[config.mk]
export PLATFORM = sky130hd
export DESIGN_NAME = processador_nios2_qsys_0_oci_dct_monitor
export DESIGN_NICKNAME = d
export VERILOG_FILES = /design/src/rtl/processador_nios2_qsys_0_oci_dct_monitor.sv
export SDC_FILE = /design/constraint.sdc
export NUM_CORES = 1
export LEC_CHECK = 0
export CORE_MARGIN = 10
export CORE_UTILIZATION = 45
export DETAILED_ROUTE_END_ITERATION = 10
export GPL_ROUTABILITY_DRIVEN = 0
export HOLD_SLACK_MARGIN = 0.06
export PLACE_DENSITY = 0.65
export RECOVER_POWER = 50
export SLEW_MARGIN = 20
export SYNTH_ARGS = -nofsm -noshare
export SYNTH_HDL_FRONTEND = slang
export SYNTH_SLANG_ARGS = --single-unit
[constraint.sdc]
create_clock -name clk -period 5.7 [get_ports clk]
set_clock_uncertainty 0.2 [all_clocks]
set_input_delay 0.855 -clock clk [delete_from_list [all_inputs] [get_ports clk]]
set_output_delay 0.855 -clock clk [all_outputs]
set_load 0.03 [all_outputs]
[src/rtl/processador_nios2_qsys_0_oci_dct_monitor.sv]
// Debug-trace (DCT) capture FIFO with end-of-test handshake tracking,
// sticky overflow/protocol status and saturating accept/drop statistics.
module processador_nios2_qsys_0_oci_dct_monitor #(
    parameter int unsigned DATA_W = 30,
    parameter int unsigned CNT_W  = 4,
    parameter int unsigned DEPTH  = 16,
    parameter int unsigned ADDR_W = 4,
    parameter int unsigned STAT_W = 16
) (
    input  logic                    clk,
    input  logic                    reset_n,
    input  logic [DATA_W-1:0]       dct_buffer,
    input  logic [CNT_W-1:0]        dct_count,
    input  logic                    dct_valid,
    input  logic                    test_ending,
    input  logic                    test_has_ended,
    input  logic                    rd_en,
    output logic [CNT_W+DATA_W-1:0] rd_data,
    output logic                    rd_valid,
    output logic [ADDR_W:0]         fifo_level,
    output logic                    empty,
    output logic                    full,
    output logic                    overflow,
    output logic                    proto_err,
    output logic [STAT_W-1:0]       accepted_cnt,
    output logic [STAT_W-1:0]       dropped_cnt,
    output logic [1:0]              state,
    output logic                    done
);

    localparam int unsigned ENT_W = CNT_W + DATA_W;
    localparam int unsigned LVL_W = ADDR_W + 1;

    typedef enum logic [1:0] {
        ST_RUN    = 2'd0,
        ST_ENDING = 2'd1,
        ST_DRAIN  = 2'd2,
        ST_ENDED  = 2'd3
    } state_t;

    state_t              state_q;
    state_t              state_d;
    logic                perr_set;

    logic [ENT_W-1:0]    mem [DEPTH];
    logic [ADDR_W-1:0]   wr_ptr;
    logic [ADDR_W-1:0]   rd_ptr;
    logic [LVL_W-1:0]    level_q;
    logic [LVL_W-1:0]    level_d;
    logic                empty_q;
    logic                full_q;
    logic [ENT_W-1:0]    rd_data_q;
    logic                rd_valid_q;
    logic                overflow_q;
    logic                proto_err_q;
    logic [STAT_W-1:0]   acc_q;
    logic [STAT_W-1:0]   drop_q;
    logic                done_q;

    logic                push_win;
    logic                push_req;
    logic                pop;
    logic                push_acc;
    logic                push_drop;

    // Push/pop qualification; a full FIFO still takes a push when a pop frees a slot
    always_comb begin
        push_win  = (state_q == ST_RUN) || (state_q == ST_ENDING);
        push_req  = dct_valid && push_win;
        pop       = rd_en && !empty_q;
        push_acc  = push_req && (!full_q || pop);
        push_drop = push_req && full_q && !pop;
        level_d   = level_q;
        case ({push_acc, pop})
            2'b10:   level_d = level_q + LVL_W'(1);
            2'b01:   level_d = level_q - LVL_W'(1);
            default: level_d = level_q;
        endcase
    end

    // End-of-test handshake: next state and protocol-error detection
    always_comb begin
        state_d  = state_q;
        perr_set = 1'b0;
        case (state_q)
            ST_RUN: begin
                if (test_has_ended) begin
                    state_d  = ST_DRAIN;
                    perr_set = 1'b1;
                end else if (test_ending) begin
                    state_d = ST_ENDING;
                end
            end
            ST_ENDING: if (test_has_ended) state_d = ST_DRAIN;
            ST_DRAIN:  if (empty_q && !pop) state_d = ST_ENDED;
            ST_ENDED:  state_d = ST_ENDED;
            default:   state_d = ST_RUN;
        endcase
    end

    always_ff @(posedge clk or negedge reset_n) begin
        if (!reset_n) begin
            state_q <= ST_RUN;
            done_q  <= 1'b0;
        end else begin
            state_q <= state_d;
            done_q  <= (state_d == ST_ENDED);
        end
    end

    // Storage array is not reset; pointers define validity
    always_ff @(posedge clk) begin
        if (push_acc) mem[wr_ptr] <= {dct_count, dct_buffer};
    end

    always_ff @(posedge clk or negedge reset_n) begin
        if (!reset_n) begin
            wr_ptr      <= '0;
            rd_ptr      <= '0;
            level_q     <= '0;
            empty_q     <= 1'b1;
            full_q      <= 1'b0;
            rd_data_q   <= '0;
            rd_valid_q  <= 1'b0;
            overflow_q  <= 1'b0;
            proto_err_q <= 1'b0;
            acc_q       <= '0;
            drop_q      <= '0;
        end else begin
            level_q    <= level_d;
            empty_q    <= (level_d == '0);
            full_q     <= (level_d == LVL_W'(DEPTH));
            rd_valid_q <= pop;
            if (push_acc) begin
                wr_ptr <= wr_ptr + ADDR_W'(1);
                if (acc_q != '1) acc_q <= acc_q + STAT_W'(1);
            end
            if (pop) begin
                rd_data_q <= mem[rd_ptr];
                rd_ptr    <= rd_ptr + ADDR_W'(1);
            end
            if (push_drop) begin
                overflow_q <= 1'b1;
                if (drop_q != '1) drop_q <= drop_q + STAT_W'(1);
            end
            if (perr_set) proto_err_q <= 1'b1;
        end
    end

    assign rd_data      = rd_data_q;
    assign rd_valid     = rd_valid_q;
    assign fifo_level   = level_q;
    assign empty        = empty_q;
    assign full         = full_q;
    assign overflow     = overflow_q;
    assign proto_err    = proto_err_q;
    assign accepted_cnt = acc_q;
    assign dropped_cnt  = drop_q;
    assign state        = state_q;
    assign done         = done_q;

endmodule

* Word level (Yosys, flattened, before mapping) *
Memories as Yosys holds them, arrays and structs flattened. A register that Yosys moved wholly into a read port is not among the register bits.
Cells that the tools add are included.

storage, ports and cells
  bits in registers = 53
  bits in latches = 0
  bits in writable memories = 544
  memory bits (read-only) = 0
  output and inout port bits = 79
  logic and storage cells = 54
  memories = 1

cells by class
  add/sub/neg operators = 6
  multiply operators = 0
  divide/modulo/power cells = 0
  magnitude comparators = 0
  equal/unequal tests = 9
  shift-type cells = 0
  muxes and demuxes = 10
  bitwise operators = 0
  reduce and logical (&&, ||, !) cells = 16

memories
  memory  depth  width  rd ports  clocked after memory_dff  write ports  RTL line  RTL
  mem     16     34     1         1                         1            45        logic [ENT_W-1:0] mem [DEPTH];

operator list
  operator               count
  $add 16x1->16 const B  2
  $ne 16x16->1 const B   2
  $pmux 5 s2             1
  $add 4x1->4 const B    2
  $eq 2x2->1 const B     4
  $mux 2                 4
  $pmux 2 s4             1
  $logic_and 1x1->1      6
  $add 5x1->5 const B    1
  $eq 5x5->1 const B     1
  $logic_not 5->1        1
  $sub 5x1->5 const B    1
  $eq 2x1->1 const B     2
  $logic_not 1->1        4
  $mux 1                 4
  $reduce_and 2->1       2
  $logic_not 2->1        1
  $logic_or 1x1->1       2

* Longest topological paths before layout *
Gate-level depths: netlist of the first run.

  word-level depth = 7
  mapped depth = 13
  gate-level depth less buffers = 11

* Least setup slack after synthesis of the first run *
No wires, ideal clock.

  path kind = in2reg
  start point = input rd_en
  end point = memory mem[0][0] (netlist bit), enable pin
  arrival = 3784 ps
  slack = 1248 ps
  cell stages on the path = 5
  buffers on the path = 1
  cell sequence = nand2b_4 -> a21oi_2 -> buf_2 -> nand2_1 -> nor3_1

on the way
  word-level cells in the longest chain between the ends = 5

ends and longest elaborated chain
  element                       RTL line  RTL
  start: declaration            17        input logic rd_en,
  $logic_and 1x1->1             70        pop = rd_en && !empty_q;
  $logic_or 1x1->1              71        push_acc = push_req && (!full_q || pop);
  $logic_and 1x1->1             71
  $mux 1                        113       if (push_acc) mem[wr_ptr] <= {dct_count, dct_buffer};
  $mux 1 (implied by the code)  113
  end: declaration              45

No other way between the ends.

* Worst setup path in the final report of the first run *
  start point = input rd_en
  end point = register full_q, in the netlist full

on the way
  word-level cells in the longest chain between the ends = 6
  elaborated cells on any way between the ends = 7
  classes of those cells = eq/ne (3); mux (1); reduce/logical (3)

ends and longest elaborated chain
  element                                   RTL line  RTL
  $logic_and 1x1->1 (*)                     70
  $logic_or 1x1->1                          71
  $logic_and 1x1->1                         71
  $eq 2x1->1 or $eq 2x2->1 (tied branches)  74        case ({push_acc, pop})
  $pmux 5 s2 (*)                            74
  via level_d[2]                            49        logic [LVL_W-1:0] level_d;
  $eq 5x5->1 (*)                            132       full_q <= (level_d == LVL_W'(DEPTH));
  end signal: assignment                    132
  end: declaration                          51        logic full_q;

The timed path passes the listed nets; every way through them passes the cells marked *.
A chain may end at the register's enable or synchronous reset.

==> summary.txt, run 1 <==
Placement
  • Area after DPL: 26,890 um^2
  • HPWL after DPL: 35,420 um
  • Number of instances in the placed design: 2,269
  • Total of buffers placed on input and output ports: 118

Drt
  • Routed via count: 13.66k
  • Number of DRC violations after detailed-routing iteration 0: 1,208
  • Residual DRC count: 0
  • Iteration count of the initial detailed-routing pass: 5
  • Routed vias/inst: 5.721
  • Final routed wire length divided by cell count: 24.02 um
  • Total length of routed wires: 57,370 um
  • Antenna violation net count after detailed routing: 0

STA
  • Worst hold slack across all endpoints: 0.1808 ns
  • Number of max-slew violations in the final report: 32
  • Worst Max-Slew Pin Slew: 1.840 ns
  • Rel. slew slack: -22.69%
  • Final setup vio count: 0
  • Setup total negative slack: 0 ns
  • Portion of the clock cycle consumed by the worst path in the final layout: 81.98%
  • Maximum operating frequency: 214.0 MHz
  • Fin. Hold Viols: 0
  • Time the worst path needs with I/O delays and setup: 4.673 ns
  • RSZ-0062 raised after global routing: no

Clocking
  • Worst-skew pair later-pin latency: 0.59 ns
  • Quantity of gates resized following cts: 0
  • Count of buffers added by post-CTS timing repair for setup: 0
  • CTS HTree Levels: 3
  • Number of hold buffers added after CTS: 0
  • CTS tree: yes
  • CTS sink count: 631
  • Clock transition at the registers of the reported paths: 0.06 ns
  • Clock Root Buffer: sky130_fd_sc_hd__clkbuf_16
  • CTS buffer count: 66
  • Maximum clock insertion buffer count: 3

Status
  • Violated checks: max-capacitance violations, max-slew violations
  • Run status: complete, but fails checks

Critical path
  • Endpoint type of the worst setup path: register
  • Required time of the critical path: 6.01 ns
  • Setup CP Type: input port to register
  • Kind of launch point of the worst setup path: input port
  • Maximum fanout along the worst path: 23
  • WP data arrival: 4.98 ns

Synthesis
  • Netlist cell types: 56
  • Yosys Warn Count: 0
  • Post-synthesis register bit count: 631
  • Syn_area_per_cell: 16.44 um^2
  • Most used DFF post-synth: sky130_fd_sc_hd__edfxtp_1
  • Share of synthesized registers carrying an async set or reset: 13.79%
  • Syn Std Cell Area: 24,720 um^2
  • Sequential fraction of the synthesis area: 74.88%
  • Syn Inst Count: 1,504
  • Mapped Nets: 1,554
  • Number of flops mapped to enable cells by yosys: 544

Power
  • Total Power: 13.02 mW
  • Power density cells: 450.7 nW/um^2
  • Largest voltage drop on the vdd net: 0.2874 mV
  • Leakage power figure: 10.26 nW

Finish
  • Most common cell after layout, fill and taps aside: sky130_fd_sc_hd__edfxtp_1
  • Highest-count cells in the layout ignoring fill and taps: 544 x sky130_fd_sc_hd__edfxtp_1, 274 x sky130_fd_sc_hd__mux2i_1, 119 x sky130_fd_sc_hd__nor2_1, 102 x sky130_fd_sc_hd__o22ai_1, 84 x sky130_fd_sc_hd__dfrtp_1
  • Layout overhead on the synthesized area: 16.85%
  • Final std cells w/o fill: 2,388
  • Finished layout cell area: 28,890 um^2
  • Total number of nets in the final design: 1,691
  • Ratio of cells with drive above 1 in the final layout: 9.462%

Die
  • Starting density of the core: 45.67%
  • I/O pin count: 119
  • Cell row count: 85
  • Core footprint: 54,130 um^2
  • X dimension of the die: 254.4 um
  • Area of the die: 64,720 um^2
  • Vertical die dimension: 254.4 um

GRT
  • Global-route wire length before repair: 86,990 um
  • Vias in the first global route: 13.72k
  • GR Util All Layers: 17.88%
  • Global-route congestion overflow total: 0
  • Number of antenna violations at the first check in global routing: 1
  • Maximum number of pins on one net before global-route repair: 58

Hold path
  • Tightest Hold Check Type: input port to async pin

Run
  • Number of max-cap violations: 2
-- stage by stage --
| step | setup WS, ns | util, % |
|---|---|---|
| 2_1_floorplan | 1.248 | - |
| 3_3_place_gp | 1.349 | 49.37 |
| 3_5_place_dp | 1.274 | 49.67 |
| 4_1_cts | 1.874 | 53.44 |
| 5_1_grt | 0.8495 | 53.37 |
| 6_report | 1.027 | 53.37 |
-- logic make-up (layout without fill, tap and decap cells) --
| kind of cell | Yosys count | in the layout | synth area share (%) |
|---|---|---|---|
| AND/OR/NAND/NOR | 324 | 324 | 6.680 |
| XOR/XNOR | 37 | 37 | 1.311 |
| buffers and inverters | 95 | 282 | 1.938 |
| AO/OA/AOI/OAI | 129 | 129 | 3.411 |
| flip-flops | 631 | 631 | 74.88 |
| other | 0 | 1 | 0 |
| adder cells (fa/ha/maj) | 10 | 10 | 0.5060 |
| multiplexers | 278 | 278 | 11.27 |
-- area by class of cell --
type                       instances  area [um^2]
antenna                            1        2.502
clock buffer                      89         1842
clock inverter                    29        198.9
fill                            4283        25240
inverter                          10        37.54
multi-input combinational        778         5819
sequential                       631        18520
tap                              696        870.8
timing repair buffer             154         1602
-- final timing paths --
kind / depth (start not counted) / end / startpoint / slack [ns]
worst max-delay path: 11 / full / rd_en / 1.03
worst min-delay path: 1 / rd_data[9] / reset_n / 0.18
worst max register to register: 10 / full / empty / 1.19
worst min register to register: 1 / overflow / overflow / 0.28
max in group asynchronous: 2 / rd_ptr[0] / reset_n / 2.64
min in group clk: 1 / overflow / overflow / 0.28
-- worst max-delay path, cell delays in order --
cell                            delay [ns]
sky130_fd_sc_hd__dlygate4sd3_1        0.55
sky130_fd_sc_hd__nand2b_1             0.77
sky130_fd_sc_hd__inv_1                0.79
sky130_fd_sc_hd__ha_1                 0.58
sky130_fd_sc_hd__xor2_1               0.20
sky130_fd_sc_hd__ha_1                 0.24
sky130_fd_sc_hd__a21oi_1              0.16
sky130_fd_sc_hd__mux2i_1              0.26
sky130_fd_sc_hd__xnor2_1              0.12
sky130_fd_sc_hd__a211o_1              0.32
sky130_fd_sc_hd__nor2b_1              0.11
-- flip-flops by register name, indices dropped and copies added (netlist names), 2 cells and up --
name,flops
mem,544
rd_data,34
accepted_cnt,16
dropped_cnt,16
fifo_level,5
rd_ptr,4
wr_ptr,4
state,2
-- per-layer routing --
metal | GRT usage, % | part of all wire [%] | vias up
met5 | 0 | 0 | -
met4 | 6.191 | 2.9 | 0
met3 | 3.349 | 5.4 | 118
met2 | 29.38 | 49 | 432
met1 | 23.53 | 43 | 6986
li1 | - | - | 6126
-- cells in the mapped netlist, types with 8 or more instances --
cell	number	area [um^2]
sky130_fd_sc_hd__mux2i_1	274	2743
sky130_fd_sc_hd__buf_4	23	172.7
sky130_fd_sc_hd__nor2_1	131	491.7
sky130_fd_sc_hd__nor4_1	69	431.7
sky130_fd_sc_hd__nand3_1	11	55.05
sky130_fd_sc_hd__inv_1	10	37.54
sky130_fd_sc_hd__dfrtp_1	86	2152
sky130_fd_sc_hd__buf_2	29	145.1
sky130_fd_sc_hd__clkbuf_1	31	116.4
sky130_fd_sc_hd__nand2_1	26	97.59
sky130_fd_sc_hd__xor2_1	11	96.34
sky130_fd_sc_hd__nand4_1	8	50.05
sky130_fd_sc_hd__ha_1	10	125.1
sky130_fd_sc_hd__o22ai_1	102	638.1
sky130_fd_sc_hd__nor3_1	41	205.2
sky130_fd_sc_hd__xnor2_1	26	227.7
sky130_fd_sc_hd__edfxtp_1	544	16340
-- power by group --
group / total [mW] / internal, mW / switching, mW
Combinational: 3.45 / 1.36 / 2.10
Clock: 4.07 / 2.36 / 1.71
Sequential: 5.50 / 5.20 / 0.298
Total: 13.0 / 8.92 / 4.10
Power figures use the tool's default switching activity.
==> run 2: changes to the inputs <==
clock period = 4.6 ns   (was 5.7 ns; I/O delays follow)
==> summary.txt, run 2 (synthesized netlist as in run 1, its figures left out) <==
Die
  • Core footprint: 54,130 um^2
  • Starting density of the core: 45.67%
  • Area of the die: 64,720 um^2
  • Vertical die dimension: 254.4 um
  • Cell row count: 85
  • I/O pin count: 119
  • X dimension of the die: 254.4 um

Drt
  • Final routed wire length divided by cell count: 23.43 um
  • Routed via count: 13.45k
  • Routed vias/inst: 5.607
  • Total length of routed wires: 56,220 um
  • Iteration count of the initial detailed-routing pass: 5
  • Number of DRC violations after detailed-routing iteration 0: 1,017
  • Antenna violation net count after detailed routing: 0
  • Residual DRC count: 0

GRT
  • Maximum number of pins on one net before global-route repair: 67
  • GR Util All Layers: 17.60%
  • Vias in the first global route: 13.91k
  • Global-route wire length before repair: 86,310 um
  • Global-route congestion overflow total: 0
  • Number of antenna violations at the first check in global routing: 1

STA
  • Fin. Hold Viols: 0
  • Final setup vio count: 0
  • Worst Max-Slew Pin Slew: 1.715 ns
  • Portion of the clock cycle consumed by the worst path in the final layout: 79.09%
  • Rel. slew slack: -14.34%
  • Setup total negative slack: 0 ns
  • Maximum operating frequency: 274.9 MHz
  • Time the worst path needs with I/O delays and setup: 3.638 ns
  • Worst hold slack across all endpoints: 0.2801 ns
  • RSZ-0062 raised after global routing: no
  • Post-layout worst setup margin: 0.9617 ns
  • Number of max-slew violations in the final report: 49

Finish
  • Ant diodes: 0
  • Final std cells w/o fill: 2,399
  • Max FFs per register: 544
  • Ratio of cells with drive above 1 in the final layout: 10.33%
  • Total number of nets in the final design: 1,701
  • Highest-count cells in the layout ignoring fill and taps: 544 x sky130_fd_sc_hd__edfxtp_1, 274 x sky130_fd_sc_hd__mux2i_1, 121 x sky130_fd_sc_hd__nor2_1, 102 x sky130_fd_sc_hd__o22ai_1, 84 x sky130_fd_sc_hd__dfrtp_1
  • End-of-flow core utilization: 53.65%
  • Most common cell after layout, fill and taps aside: sky130_fd_sc_hd__edfxtp_1
  • Layout overhead on the synthesized area: 17.46%
  • Register containing the most flip-flops in the final layout: mem

Placement
  • Total of buffers placed on input and output ports: 118
  • HPWL after DPL: 32,910 um
  • Number of instances in the placed design: 2,278
  • Worst setup slack before clock tree synthesis: 0.8871 ns

Hold path
  • Tightest Hold Check Type: register to register

Critical path
  • WP data arrival: 3.72 ns
  • Setup CP Type: input port to register
  • Kind of launch point of the worst setup path: input port
  • Cell type of the slowest stage on the worst timing path: sky130_fd_sc_hd__nor2_1
  • Maximum fanout along the worst path: 26
  • Delay of the slowest cell on the worst path: 0.97 ns
  • Chain of cells forming the critical path: dlygate4sd3_1 > nand2b_2 > a21oi_1 > clkbuf_1 > nand2_1 > nor2_1 > buf_12
  • Endpoint type of the worst setup path: register
  • Required time of the critical path: 4.68 ns
  • Worst Path Buf+Inv: 3
  • Critical path's top delay family: buffers and inverters

Clocking
  • CTS HTree Levels: 3
  • Maximum clock insertion buffer count: 3
  • CTS tree: yes
  • Clock Root Buffer: sky130_fd_sc_hd__clkbuf_16
  • Clock transition at the registers of the reported paths: 0.06 ns
  • Worst-skew pair later-pin latency: 0.60 ns
  • CTS buffer count: 66
  • CTS sink count: 631

Power
  • Largest voltage drop on the vdd net: 0.3451 mV
  • Power density cells: 558.0 nW/um^2
  • Leakage power figure: 10.35 nW

Status
  • Violated checks: max-capacitance violations, max-slew violations
  • Run status: complete, but fails checks

Run
  • Number of max-cap violations: 1
[run 2: final cells by class]
class | instances | area [um^2]
Multi-Input combinational cell | 778 | 5809
Clock buffer | 90 | 1833
Sequential cell | 631 | 18520
Timing Repair Buffer | 164 | 1680
Fill cell | 4246 | 25090
Inverter | 10 | 37.54
Clock inverter | 30 | 292.8
Tap cell | 696 | 870.8
[run 2: repair_timing]
item | CTS | global route
setup endpoints to repair | 0 | 0
hold endpoints to repair | 47 | 0
setup buffers | 0 | 0
hold buffers | 1 | 0
gates resized for setup | 0 | 0
[run 2: worst register-to-register path: stages, from the launching register on]
cell	delay [ns]
sky130_fd_sc_hd__dfstp_1	0.39
sky130_fd_sc_hd__nand2b_2	0.21
sky130_fd_sc_hd__a21oi_1	0.15
sky130_fd_sc_hd__clkbuf_1	0.56
sky130_fd_sc_hd__nand2_1	0.35
sky130_fd_sc_hd__nor2_1	0.97
sky130_fd_sc_hd__buf_12	0.33
[run 2: where the power goes]
group / leakage [nW] / switching, mW / internal [mW] / total, mW
combinational: 3.36 / 2.51 / 1.70 / 4.21
sequential: 5.95 / 0.359 / 6.45 / 6.80
clock: 1.04 / 2.15 / 3.04 / 5.19
[run 2: per-layer routing]
metal / GRT usage (%) / wire (um) / up-vias
li1: - / - / 6153
met1: 23.16 / 24780 / 6948
met2: 29.57 / 28140 / 283
met3: 3.176 / 2278 / 68
met4: 4.840 / 1018 / 0
met5: 0 / 0 / -
[run 2: metrics by stage]
step / total power, mW / area [um^2]
floorplan: 9.811 / 24730
global placement: 11.13 / 26960
detailed placement: 11.18 / 26960
CTS: 16.37 / 29090
global route: 16.90 / 29040
finish: 16.21 / 29040
[run 2: final timing paths]
check	slack, ns	cells after the start	to	start
max reg2reg	1.08	6	mem[10][16]	empty
min in group asynchronous	0.87	2	rd_data[14]	reset_n
max in group asynchronous	1.53	3	dropped_cnt[15]	reset_n
max	0.96	7	mem[10][16]	rd_en
min reg2reg	0.28	1	overflow	overflow
min	0.28	1	overflow	overflow
